`src/rtl/dds_sweep_ctrl.sv`:
```
// Frequency-sweep sequencer: steps the DDS phase_inc_delta through a clamped staircase
// between two signed tuning offsets in one-shot, sawtooth or triangle mode.
module dds_sweep_ctrl #(
    parameter int PHASE_W = 10,
    parameter int DWELL_W = 16
) (
    input  logic               clk,
    input  logic               rst_n,
    input  logic               start,
    input  logic               abort,
    input  logic [1:0]         mode,
    input  logic [PHASE_W-1:0] f_start,
    input  logic [PHASE_W-1:0] f_stop,
    input  logic [PHASE_W-2:0] f_step,
    input  logic [DWELL_W-1:0] dwell,
    output logic [PHASE_W-1:0] phase_inc_delta,
    output logic               busy,
    output logic               step_tick,
    output logic               done
);

    typedef enum logic {S_IDLE, S_SWEEP} state_t;

    state_t r_state, w_state_nxt;

    logic [1:0]         r_mode,     w_mode_nxt;
    logic [PHASE_W-1:0] r_start,    w_start_nxt;
    logic [PHASE_W-1:0] r_stop,     w_stop_nxt;
    logic [PHASE_W-2:0] r_step,     w_step_nxt;
    logic [DWELL_W-1:0] r_dwell_m1, w_dwell_m1_nxt;
    logic [DWELL_W-1:0] r_cnt,      w_cnt_nxt;
    logic [PHASE_W-1:0] r_delta,    w_delta_nxt;
    logic               r_up,       w_up_nxt;
    logic               r_out,      w_out_nxt;
    logic               r_busy,     w_busy_nxt;
    logic               r_tick,     w_tick_nxt;
    logic               r_done,     w_done_nxt;

    logic                      w_start_req;
    logic                      w_expire;
    logic                      w_at_target;
    logic                      w_once;
    logic                      w_moving_up;
    logic signed [PHASE_W:0]   w_cur;
    logic signed [PHASE_W:0]   w_step_x;
    logic signed [PHASE_W:0]   w_up_val;
    logic signed [PHASE_W:0]   w_dn_val;
    logic signed [PHASE_W:0]   w_tgt;
    logic signed [PHASE_W:0]   w_rev_tgt;
    logic signed [PHASE_W:0]   w_fwd;
    logic signed [PHASE_W:0]   w_rev;
    logic signed [PHASE_W-1:0] w_in_start;
    logic signed [PHASE_W-1:0] w_in_stop;

    function automatic logic signed [PHASE_W:0] sx(input logic [PHASE_W-1:0] v);
        return {v[PHASE_W-1], v};
    endfunction

    assign w_start_req = start && !abort;
    assign w_in_start  = f_start;
    assign w_in_stop   = f_stop;
    assign w_expire    = (r_cnt == r_dwell_m1);
    assign w_once      = !(r_mode == 2'd1 || r_mode == 2'd2);
    // r_out: heading towards f_stop; only triangle mode ever clears it on the way back
    assign w_moving_up = r_out ? r_up : !r_up;
    assign w_at_target = (r_delta == (r_out ? r_stop : r_start));

    assign w_cur     = sx(r_delta);
    assign w_step_x  = {2'b00, r_step};
    assign w_up_val  = w_cur + w_step_x;
    assign w_dn_val  = w_cur - w_step_x;
    assign w_tgt     = sx(r_out ? r_stop : r_start);
    assign w_rev_tgt = sx(r_out ? r_start : r_stop);

    always_comb begin
        if (w_moving_up) begin
            w_fwd = (w_up_val > w_tgt)     ? w_tgt     : w_up_val;
            w_rev = (w_dn_val < w_rev_tgt) ? w_rev_tgt : w_dn_val;
        end else begin
            w_fwd = (w_dn_val < w_tgt)     ? w_tgt     : w_dn_val;
            w_rev = (w_up_val > w_rev_tgt) ? w_rev_tgt : w_up_val;
        end
    end

    always_ff @(posedge clk or negedge rst_n) begin
        if (!rst_n) r_state <= S_IDLE;
        else        r_state <= w_state_nxt;
    end

    always_comb begin
        w_state_nxt = r_state;
        case (r_state)
            S_IDLE:  if (w_start_req) w_state_nxt = S_SWEEP;
            S_SWEEP: begin
                if (abort)                                w_state_nxt = S_IDLE;
                else if (w_expire && w_at_target && w_once) w_state_nxt = S_IDLE;
            end
            default: w_state_nxt = S_IDLE;
        endcase
    end

    always_comb begin
        w_mode_nxt     = r_mode;
        w_start_nxt    = r_start;
        w_stop_nxt     = r_stop;
        w_step_nxt     = r_step;
        w_dwell_m1_nxt = r_dwell_m1;
        w_cnt_nxt      = r_cnt;
        w_delta_nxt    = r_delta;
        w_up_nxt       = r_up;
        w_out_nxt      = r_out;
        w_busy_nxt     = r_busy;
        w_tick_nxt     = 1'b0;
        w_done_nxt     = 1'b0;
        case (r_state)
            S_IDLE: begin
                if (w_start_req) begin
                    w_mode_nxt     = mode;
                    w_start_nxt    = f_start;
                    w_stop_nxt     = f_stop;
                    w_step_nxt     = (f_step == '0) ? (PHASE_W-1)'(1) : f_step;
                    w_dwell_m1_nxt = (dwell == '0) ? '0 : dwell - DWELL_W'(1);
                    w_cnt_nxt      = '0;
                    w_delta_nxt    = f_start;
                    w_up_nxt       = (w_in_stop >= w_in_start);
                    w_out_nxt      = 1'b1;
                    w_busy_nxt     = 1'b1;
                end
            end
            S_SWEEP: begin
                if (abort) begin
                    w_busy_nxt = 1'b0;
                    w_cnt_nxt  = '0;
                end else if (w_expire) begin
                    w_cnt_nxt = '0;
                    if (!w_at_target) begin
                        w_delta_nxt = w_fwd[PHASE_W-1:0];
                        w_tick_nxt  = 1'b1;
                    end else if (w_once) begin
                        w_busy_nxt = 1'b0;
                        w_done_nxt = 1'b1;
                    end else if (r_mode == 2'd1) begin
                        w_delta_nxt = r_start;
                        w_tick_nxt  = 1'b1;
                    end else begin
                        w_out_nxt   = !r_out;
                        w_delta_nxt = w_rev[PHASE_W-1:0];
                        w_tick_nxt  = 1'b1;
                    end
                end else begin
                    w_cnt_nxt = r_cnt + DWELL_W'(1);
                end
            end
            default: w_busy_nxt = 1'b0;
        endcase
    end

    always_ff @(posedge clk or negedge rst_n) begin
        if (!rst_n) begin
            r_mode     <= '0;
            r_start    <= '0;
            r_stop     <= '0;
            r_step     <= '0;
            r_dwell_m1 <= '0;
            r_cnt      <= '0;
            r_delta    <= '0;
            r_up       <= 1'b0;
            r_out      <= 1'b0;
            r_busy     <= 1'b0;
            r_tick     <= 1'b0;
            r_done     <= 1'b0;
        end else begin
            r_mode     <= w_mode_nxt;
            r_start    <= w_start_nxt;
            r_stop     <= w_stop_nxt;
            r_step     <= w_step_nxt;
            r_dwell_m1 <= w_dwell_m1_nxt;
            r_cnt      <= w_cnt_nxt;
            r_delta    <= w_delta_nxt;
            r_up       <= w_up_nxt;
            r_out      <= w_out_nxt;
            r_busy     <= w_busy_nxt;
            r_tick     <= w_tick_nxt;
            r_done     <= w_done_nxt;
        end
    end

    assign phase_inc_delta = r_delta;
    assign busy            = r_busy;
    assign step_tick       = r_tick;
    assign done            = r_done;

endmodule

```
`config.mk`:
```
export PLATFORM = sky130hd
export DESIGN_NAME = dds_sweep_ctrl
export DESIGN_NICKNAME = d
export VERILOG_FILES = /design/src/rtl/dds_sweep_ctrl.sv
export SDC_FILE = /design/constraint.sdc
export NUM_CORES = 1
export LEC_CHECK = 0
export ABC_AREA = 1
export BUFFER_PORTS_ARGS = -buffer_cell sky130_fd_sc_hd__buf_2
export CAP_MARGIN = 20
export CORE_UTILIZATION = 55
export CTS_BUF_LIST = sky130_fd_sc_hd__clkbuf_2
export CTS_CLUSTER_DIAMETER = 200
export DETAILED_ROUTE_END_ITERATION = 7
export PLACE_DENSITY = 0.74
export RECOVER_POWER = 25
export SLEW_MARGIN = 40
export SYNTH_ARGS = -nofsm -noshare
export SYNTH_HDL_FRONTEND = slang
export SYNTH_SLANG_ARGS = --single-unit
```
`constraint.sdc`:
```
create_clock -name clk -period 4.68 [get_ports clk]
set_input_delay 0.936 -clock clk [delete_from_list [all_inputs] [get_ports clk]]
set_output_delay 0.936 -clock clk [all_outputs]
set_load 0.02 [all_outputs]
```
After elaboration in Yosys (flattened, before gate mapping)
Index checks and enable logic that the tools add are counted.
W data, S select, Z words.
- bits of input ports: 51
- flip-flop bits (word level): 79
- order comparisons: 5
- muxes and demuxes: 48
- reduce and logical (&&, ||, !) cells: 14
- bitwise gates (word level): 1
- equal/unequal tests: 14
- add/sub/neg operators: 4
- operators with widths (operator ; number):
    $mux W10 ; 14
    $mux W16 ; 4
    $pmux W16 S2 ; 1
    $mux W1 ; 24
    $gt A11 B10 Y1 ; 2
    $lt A11 B10 Y1 ; 2
    $pmux W10 S2 ; 1
    $add A16 B1 Y16 const B ; 1
    $eq A16 B16 Y1 ; 1
    $logic_not A16 Y1 ; 1
    $sub A16 B1 Y16 const B ; 1
    $add A10 B10 Y11 ; 1
    $sub A10 B10 Y11 ; 1
    $eq A10 B10 Y1 ; 1
    $ge A10 B10 Y1 ; 1
    $logic_not A9 Y1 ; 1
    $mux W9 ; 1
    $ne A3 B2 Y1 const B ; 3
    $reduce_and A4 Y1 ; 2
    $ne A2 B1 Y1 const B ; 3
    $ne A2 B2 Y1 const B ; 3
    $pmux W1 S2 ; 3
    $reduce_and A6 Y1 ; 1
    $logic_not A1 Y1 ; 4
    7 further kinds ; 9

Longest topological paths before layout
Gate-level depths: netlist of run 1.
- depth after elaboration: 10
- mapped depth: 29
- gate-level depth less buffers: 27

Worst setup path after synthesis of run 1
No wires, ideal clock.
- path kind: register to register
- start point: register r_delta[0] (netlist: phase_inc_delta[0])
- end point: register r_delta[9] (netlist: phase_inc_delta[9])
- stages on the path, launching flop included: 26
- library setup time: 0.117 ns
- setup slack: 1.178 ns
- required time: 4.563 ns
- period minus slack after synthesis: 3.502 ns
- arrival time: 3.385 ns
- buffers on the path: 1
- cells stage by stage: dfrtp_1 > inv_1 > ha_1 > fa_1 > nand3b_1 > nand2_1 > nand3_1 > nand2_1 > nand2_1 > inv_1 > o21ai_0 > ha_1 > nand2_1 > nor2_1 > and2_1 > nand2_1 > nand4_1 > nand2_1 > buf_2 > nand2_1 > nand3_1 > nand2_1 > nand2_1 > nand3_1 > nand2_1 > nand2_1
- cells in the longest elaborated chain, start to end: 10
- elaborated cells on any way between the ends: 21
- RTL lines (what ; line ; RTL):
    start: declaration ; 32 ; logic [PHASE_W-1:0] r_delta, w_delta_nxt;
    start signal: assignment ; 179 ; r_delta <= w_delta_nxt;
    $add A10 B10 Y11 or $sub A10 B10 Y11 (tied branches) ; 70, 71 ;
    $gt A11 B10 Y1 or $lt A11 B10 Y1 (tied branches) ; 81, 78 ;
    $mux W10, on equally long branches ; 81, 78 ;
    $mux W10 ; 76 ; if (w_moving_up) begin
    $mux W10 ; 142 ; end else if (r_mode == 2'd1) begin
    $mux W10 ; 139 ; end else if (w_once) begin
    $mux W10 ; 136 ; if (!w_at_target) begin
    $mux W10 ; 134 ; end else if (w_expire) begin
    $mux W10 ; 131 ; if (abort) begin
    $pmux W10 S2 ; 115 ; case (r_state)
Parallel ways exist; a longest one is shown, timed or not. The select of a mux whose other input is x is not followed.
A chain may end at the register's enable or synchronous reset.

Final worst setup path of run 1
- start point: register r_delta[1] (netlist: phase_inc_delta[1])
- end point: register r_delta[0] (netlist: phase_inc_delta[0])
The elaborated chain is that of the path after synthesis.

==> results of run 1 <==
cell families (layout without fill, tap and decap cells):
group                    after synthesis  after routing
flip-flops                            79             79
XOR/XNOR                              48             48
AND/OR/NAND/NOR                      610            610
other                                  0              1
buffers and inverters                172            229
AO/OA/AOI/OAI                        140            140
adder cells (fa/ha/maj)               75             75
path summary, 6_finish.rpt:
path                       slack, ps                      startpoint                             end  cells past startpoint
max in group asynchronous       3760                           rst_n               r_out$_DFFE_PN0P_                      1
max reg2reg                      630  phase_inc_delta[1]$_DFFE_PN0P_  phase_inc_delta[0]$_DFFE_PN0P_                     23
max                              630  phase_inc_delta[1]$_DFFE_PN0P_  phase_inc_delta[0]$_DFFE_PN0P_                     23
min                              350                           rst_n          r_start[8]$_DFFE_PN0P_                      1
min reg2reg                      520           r_mode[0]$_DFFE_PN0P_           r_mode[0]$_DFFE_PN0P_                      2
min in group clk                 520           r_mode[0]$_DFFE_PN0P_           r_mode[0]$_DFFE_PN0P_                      2
final cells by class:
class                           instances  area [sq um]
Fill cell                            1341          5239
Multi-Input combinational cell        873          4780
Sequential cell                        79          1978
Inverter                              137         514.2
Timing Repair Buffer                   77         426.7
Tap cell                              176         220.2
Clock buffer                            9         45.04
Clock inverter                          6         37.54
Antenna cell                            1         2.502
registers in the layout, summed over array words and instances (netlist names):
| name | count |
|---|---|
| r_stop | 10 |
| busy | 1 |
| r_mode | 2 |
| r_step | 9 |
| r_up | 1 |
| r_state | 1 |
| phase_inc_delta | 10 |
| done | 1 |
| r_dwell_m1 | 16 |
| step_tick | 1 |
| r_cnt | 16 |
| r_start | 10 |
| r_out | 1 |
Yosys cell counts (all sizes together), types with 2 or more instances:
cell and n:
nand2 361, inv 134, nor2 108, nand3 90, dfrtp 79, ha 73
o21ai 68, a21oi 48, xor2 30, clkbuf 21, nand4 18, xnor2 18
buf 14, nor3 14, o22ai 8, nand3b 6, a21o 3, clkinv 3
nor3b 3, nor4 3, or2 3, a31oi 2, and3 2, fa 2
o2111ai 2, o211ai 2, o21a 2, o21bai 2
metrics by stage:
step                      hold slack, ps  utilization (%)  cells  setup slack, ps  instance area, sq um
after floorplan                    448.3                -   1124             1178                  7457
after CTS                          344.9            60.41   1357            702.3                  8000
after global routing               387.8            60.44   1358            245.5                  8004
after global placement             468.9            59.73   1342            790.5                  7910
final                              350.0            60.44   1358            631.7                  8004
after detailed placement           483.4            59.79   1342            760.5                  7918
metal layers:
metal	routed length, um	share of wire [%]
met4	646	3.1
met2	9728	47
met1	8926	43
met5	0	0
met3	1420	6.9
==> results.cfg, run 1 <==
[final_layout]
layout-drive-gt1-share_pct = 10.67
syn_to_final_growth_pct = 7.332
fin_nets = 1303
mostFrequentLayoutCells = nand2_1, inv_1, nor2_1
final_common_cell = nand2_1

[global_routing]
grtUsageMet3_pct = 4.102
grtUsageMet1_pct = 39.21
antenna_found_initial = 1
grt_pass1_vias = 6867
gr-total-overflow = 0
grt_usage_pct = 30.49
grt_max_degree = 80
grt_pass1_wl_um = 33710
grt-busiest-layer = met2
grtUsageMet2_pct = 51.47

[die]
die_h_um = 118.4
fp-row-count = 42
core_area_sq_mm = 0.01324
die_area_sq_mm = 0.01403
die_x_um = 118.4
start_util_pct = 56.31
ios = 64

[synth]
synth_top_family_by_area = simple AND/OR/NAND/NOR gates
yosysWarnings = 0
ys.flop_type = dfrtp_1
avgSynthCellArea_sq_um = 6.634
yosysTopAreaCell = dfrtp_1
synth_top_area_share_pct = 26.51
synth_compound_area_share_pct = 10.96
netlist_area_sq_mm = 0.007457
async_flop_share_pct = 100.0
ys_seq_area_share_pct = 26.51
synth_adder_area_share_pct = 12.79
synth_nets = 1250
synth.distinct_cells = 48
synth_cells = 1124
synth_xor_area_share_pct = 5.638
synth_simple_gate_area_share_pct = 34.56
synth-seq-cells = 79
synth_edf_count = 0
muxShareOfSynthArea_pct = 0
ys_top_cells_by_area = dfrtp_1, nand2_1, ha_1

[placement]
dp_hpwl_um = 16190
io_buffers = 63
gp_congestion = 0.9509

[clocking]
cts_setup_buffers = 0
clock_latency_ps = 560
cts-root-buf = clkbuf_2
clock_sinks = 79
cts-buffers-inserted = 9
ctsResizeCount = 0
clk_transition_reported_paths_ps = 250
cts_htree_levels = 3
ctsHoldBuffers = 0
cts_max_path_buffers = 2
cts_tree = built

[worst_setup_path]
cp_slowest_cell = dfrtp_1
cp.required_ps = 5190
critPathMaxFanout = 11
slowest_delay_ps = 520
crit_top_cell = nand2_1
path_class = reg2reg
crit_arrival_ps = 4560
crit_chain = inv_1 -> fa_1 -> nand3b_1 -> nand2_1 -> nand3_1 -> nand2_1 -> nand2_1 -> nand2_1 -> inv_1 -> ha_1 -> a21oi_1 -> nor2_1 -> nor2_1 -> nand4_1 -> nand2_1 -> nand2_1 -> nand3_1 -> nand2_1 -> nor2_1 -> nor2_1 -> nand2_1 -> nand2_1 -> nand2_1
cp-end-kind = flop
start_kind = flop
crit_buf_inv = 2
path_delay_family = simple AND/OR/NAND/NOR gates

[timing]
fin_skew_ps = 33.12
hold_viol_final = 0
setup_viol = 0
timing.fmax_mhz = 247.0
setup_tns_ps = 0
tightest_slew_ps = 804.7
finalCritPeriodShare_pct = 86.50
period_needed_ps = 4048
report.final.slew_viol_count = 0
grt_setup_unrepaired = no
slew_headroom_pct = 46.15

[drt]
viasPerCell = 5.418
drt-pass1-iter-count = 5
ant_nets = 0
wirelength_um = 20720
vias = 7357
wl_per_cell_um = 15.26
drcViolationCount = 0
drtIter0Drc = 549

[status]
outcome = finished clean

[worst_hold_path]
worstHoldPathType = in2async

[run]
drv_cap = 0
Power of run 1 is not shown: default switching activity piles up to over one toggle a cycle in this logic, so the estimate is an artifact.
==> inputs of run 2 (changes only) <==
- CELL_PAD_IN_SITES_DETAIL_PLACEMENT: unset -> 0
- CELL_PAD_IN_SITES_GLOBAL_PLACEMENT: unset -> 1
- CORE_MARGIN: unset -> 8
- CORE_UTILIZATION: 55 -> 45
- PLACE_DENSITY: 0.74 -> unset
- PLACE_DENSITY_LB_ADDON: unset -> 0.1
==> run 2 against run 1 <==
The run now ends with max-capacitance violations, max-slew violations left. Utilization down 10 points. Via count down 2.4%. Non-clock buffer count rose by 9. Count of clock-buffer cells in the layout is 1 higher.
==> results.cfg, run 2 (same netlist as run 1, synthesis figures left out) <==
[drt]
drtIter0Drc = 444
vias = 7180
viasPerCell = 5.085
dr.max_layer_used = met4
ant_nets = 0
wirelength_um = 22690
drcViolationCount = 0
wl_per_cell_um = 16.07
wl_met3_um = 933
route.met2.wl_um = 10220
wl_met1_um = 10700
drt-pass1-iter-count = 5

[clocking]
cts_setup_buffers = 0
clk_transition_reported_paths_ps = 220
cts-root-buf = clkbuf_2
clock_sinks = 79
cts_tree = built
cts_max_path_buffers = 2
ctsHoldBuffers = 0
clock_latency_ps = 570
cts-buffers-inserted = 9
cts_htree_levels = 3
ctsResizeCount = 0

[die]
die_h_um = 144.7
core_area_sq_mm = 0.01641
ios = 64
die_area_sq_mm = 0.02095
die_x_um = 144.7
start_util_pct = 45.45
fp-row-count = 47

[timing]
finalCritPeriodShare_pct = 91.32
timing.hold.ws_ps = 528.5
period_needed_ps = 4274
fin_skew_ps = 25.36
grt_setup_unrepaired = no
setup_viol = 0
timing.fmax_mhz = 234.0
setup_tns_ps = 0
slew_headroom_pct = -49.03
tightest_slew_ps = 2235
report.final.slew_viol_count = 38
hold_viol_final = 0

[placement]
placed_cell_area_sq_mm = 0.008034
dp_hpwl_um = 18180
io_buffers = 63
gp_congestion = 0.9354
dp_cells = 1394

[global_routing]
grt_pass1_wl_um = 36570
grt_max_degree = 80
grt_pass1_vias = 6992
antenna_found_initial = 1
grt_usage_pct = 22.90
gr-total-overflow = 0

[final_layout]
fin_area_sq_mm = 0.008232
layout-drive-gt1-share_pct = 11.34
final-instance-count-excl-fill = 1412
final_common_cell = nand2_1
syn_to_final_growth_pct = 10.39
fin_nets = 1312
top_regs = r_cnt (16), r_dwell_m1 (16)
num-fill-cells = 1695
mostFrequentLayoutCells = nand2_1, inv_1, nor2_1

[status]
outcome = complete, but fails checks
violations = max-capacitance violations, max-slew violations

[worst_setup_path]
timing.rr.end = phase_inc_delta[8]$_DFFE_PN0P_
cp-end-kind = flop
cp.required_ps = 5170
critPathMaxFanout = 11
crit_arrival_ps = 4760
path_class = reg2reg
r2r_cells = 21
start_kind = flop
r2r_slack_ps = 410
r2r-start = phase_inc_delta[0]$_DFFE_PN0P_

[worst_hold_path]
hold_end = r_mode[0]$_DFFE_PN0P_
worstHoldPathType = reg2reg
holdCritStartpoint = r_mode[0]$_DFFE_PN0P_
holdPathStages = 2

[run]
drv_cap = 1
run 2: cell types whose count changed in the layout (fill, tap and decap cells not counted), moves of 2 or more:
| cell | previous run | this run |
|---|---|---|
| buf_4 | 14 | 22 |
| bufinv_16 | 0 | 4 |
| clkinv_2 | 2 | 0 |
| clkinvlp_4 | 2 | 0 |
run 2: layout make-up:
type                       count  area [sq um]  share of cell area, %
inverter                     137         514.2                  6.247
tap                          220         275.3                  3.344
sequential                    79          1978                  24.03
timing repair buffer          86         499.2                  6.065
clock inverter                 6         132.6                  1.611
clock buffer                  10         50.05                 0.6080
multi-input combinational    873          4780                  58.06
antenna                        1         2.502                0.03040
run 2: worst max-delay path by stage:
stage	startpoint	end	slack, ps	cells after the start
final	phase_inc_delta[0]$_DFFE_PN0P_	phase_inc_delta[8]$_DFFE_PN0P_	410	21
after global routing	phase_inc_delta[0]$_DFFE_PN0P_	phase_inc_delta[8]$_DFFE_PN0P_	100	22
after CTS	phase_inc_delta[0]$_DFFE_PN0P_	phase_inc_delta[8]$_DFFE_PN0P_	460	21
after detailed placement	phase_inc_delta[0]$_DFFE_PN0P_	phase_inc_delta[8]$_DFFE_PN0P_	510	21
after global placement	phase_inc_delta[0]$_DFFE_PN0P_	phase_inc_delta[8]$_DFFE_PN0P_	490	21
after floorplan	phase_inc_delta[0]$_DFFE_PN0P_	phase_inc_delta[9]$_DFFE_PN0P_	1180	25
run 2: through the flow:
step                setup slack, ps  util [%]
detailed placement            509.4     48.97
global route                  101.5     50.17
global placement              489.6     48.91
finish                        406.3     50.17
floorplan                      1178         -
CTS                           458.5     50.08
run 2: metal layers:
layer	track usage (%)	up-vias
li1	-	3743
met1	30.29	3227
met2	36.55	161
met3	3.248	49
met4	10.02	0
met5	0	-
run 2: critical path, stage by stage, from the launching register on:
cell and delay, ps:
dfrtp_1 440, inv_1 90, ha_1 240, fa_1 430
nand3b_1 180, nand2_1 150, a21oi_1 100, xor2_1 470
ha_1 340, nand2_1 80, nor2_1 40, and2_1 140
nand2_1 70, nand4_1 350, nand2_1 460, nand2_1 130
nand3_1 120, nand2_1 70, nand2_1 60, nand3_1 70
nand2_1 120, nand2_1 50
Power of run 2 is left out for the same reason.
==> inputs of run 3 (changes only) <==
- CORE_UTILIZATION: 45 -> 48
- clock period: 4.68 -> 5.6 ns (I/O delays scaled with it)
==> run 3 against run 2 <==
Worst hold slack lost 6.6 ps. Critical path depth grew 1. Utilization grew 2.6 points. Critical path type unchanged. First-iteration DRC count grew 39%. The run now ends clean. Routed wire length shrank 0.35%. Count of clock-buffer cells in the layout is the same. Global-route usage grew 0.35 points.
==> results.cfg, run 3 (same netlist as run 1, synthesis figures left out) <==
[die]
ios = 64
die_area_sq_mm = 0.01978
die_h_um = 140.6
start_util_pct = 49.05
fp-row-count = 45
core_area_sq_mm = 0.01520
die_x_um = 140.6

[global_routing]
antenna_found_initial = 1
grt_max_degree = 59
grt_usage_pct = 23.25
grt_pass1_wl_um = 36520
grt_pass1_vias = 6948
gr-total-overflow = 0

[worst_setup_path]
start_kind = flop
cp.required_ps = 6080
path_class = reg2reg
r2r-start = phase_inc_delta[0]$_DFFE_PN0P_
r2r_cells = 22
r2r_slack_ps = 1240
crit_arrival_ps = 4840
critPathMaxFanout = 11
timing.rr.end = phase_inc_delta[4]$_DFFE_PN0P_
cp-end-kind = flop

[timing]
grt_setup_unrepaired = no
tightest_slew_ps = 1232
hold_viol_final = 0
setup_viol = 0
slew_headroom_pct = 17.89
report.final.slew_viol_count = 0
timing.fmax_mhz = 229.6
fin_skew_ps = 38.83
setup_tns_ps = 0
finalCritPeriodShare_pct = 77.77
period_needed_ps = 4355

[status]
outcome = finished clean

[clocking]
cts-buffers-inserted = 9
cts_max_path_buffers = 2
clock_sinks = 79
ctsHoldBuffers = 0
clk_transition_reported_paths_ps = 250
cts_htree_levels = 3
cts-root-buf = clkbuf_2
clock_latency_ps = 560
ctsResizeCount = 0
cts_setup_buffers = 0
cts_tree = built

[placement]
dp_hpwl_um = 17740
io_buffers = 63
gp_congestion = 0.9386

[final_layout]
multiInputGateArea_sq_mm = 0.004780
regArea_sq_mm = 0.001978
mostFrequentLayoutCells = nand2_1, inv_1, nor2_1
num-fill-cells = 1642
fin_nets = 1296
syn_to_final_growth_pct = 7.483
final_common_cell = nand2_1
layout-drive-gt1-share_pct = 10.13
top_regs = r_cnt (16), r_dwell_m1 (16)

[drt]
drcViolationCount = 0
wirelength_um = 22610
wl_per_cell_um = 16.58
drtIter0Drc = 617
drt-pass1-iter-count = 5
vias = 7249
viasPerCell = 5.315
ant_nets = 0

[run]
drv_cap = 0

[worst_hold_path]
holdCritStartpoint = r_mode[0]$_DFFE_PN0P_
worstHoldPathType = reg2reg
hold_end = r_mode[0]$_DFFE_PN0P_
holdPathStages = 2
run 3: critical path: stages, from the launching register on:
cell	delay (ps)
dfrtp_1	470
inv_1	90
ha_1	230
fa_1	410
nand3b_1	180
nand2_1	160
a21oi_1	100
xor2_1	500
ha_1	350
nand2_1	90
nor2_1	50
and2_1	150
nand2_1	80
nand4_1	350
nand2_1	470
nand2_1	90
nand3_1	90
nand2_1	50
nor2_1	170
nor2_1	60
nand2_1	60
nand2_1	40
nand2_1	50
run 3: worst max path at each step:
stage	startpoint	to	slack, ps
after floorplan	phase_inc_delta[0]$_DFFE_PN0P_	phase_inc_delta[9]$_DFFE_PN0P_	2100
after global placement	phase_inc_delta[0]$_DFFE_PN0P_	phase_inc_delta[6]$_DFFE_PN0P_	1350
after detailed placement	phase_inc_delta[0]$_DFFE_PN0P_	phase_inc_delta[6]$_DFFE_PN0P_	1330
after CTS	phase_inc_delta[0]$_DFFE_PN0P_	phase_inc_delta[4]$_DFFE_PN0P_	1260
after global routing	phase_inc_delta[0]$_DFFE_PN0P_	phase_inc_delta[4]$_DFFE_PN0P_	830
final	phase_inc_delta[0]$_DFFE_PN0P_	phase_inc_delta[4]$_DFFE_PN0P_	1240
run 3: through the flow:
| stage | setup WS [ps] | util, % | hold WS (ps) | std cells | area, sq um |
|---|---|---|---|---|---|
| 4_1_cts | 1256 | 52.71 | 366.5 | 1363 | 8013 |
| 3_3_place_gp | 1353 | 51.79 | 479.9 | 1347 | 7873 |
| 2_1_floorplan | 2098 | - | 448.3 | 1124 | 7457 |
| 5_1_grt | 831.4 | 52.72 | 553.7 | 1364 | 8015 |
| 6_report | 1245 | 52.72 | 522.0 | 1364 | 8015 |
| 3_5_place_dp | 1332 | 51.82 | 477.9 | 1347 | 7878 |
run 3: cell type report:
cell class,instances,area share (%)
Antenna cell,1,0.03122
Clock buffer,10,0.6244
Clock inverter,6,1.062
Inverter,137,6.416
Multi-Input combinational cell,873,59.63
Sequential cell,79,24.68
Tap cell,188,2.935
Timing Repair Buffer,70,4.621
run 3: routing by layer:
layer	vias up	GRT usage [%]	wire, um
li1	3711	-	-
met1	3315	31.24	10650
met2	184	37.75	10320
met3	39	2.600	957
met4	0	8.710	684
met5	-	0	0
Power of run 3 is left out for the same reason.
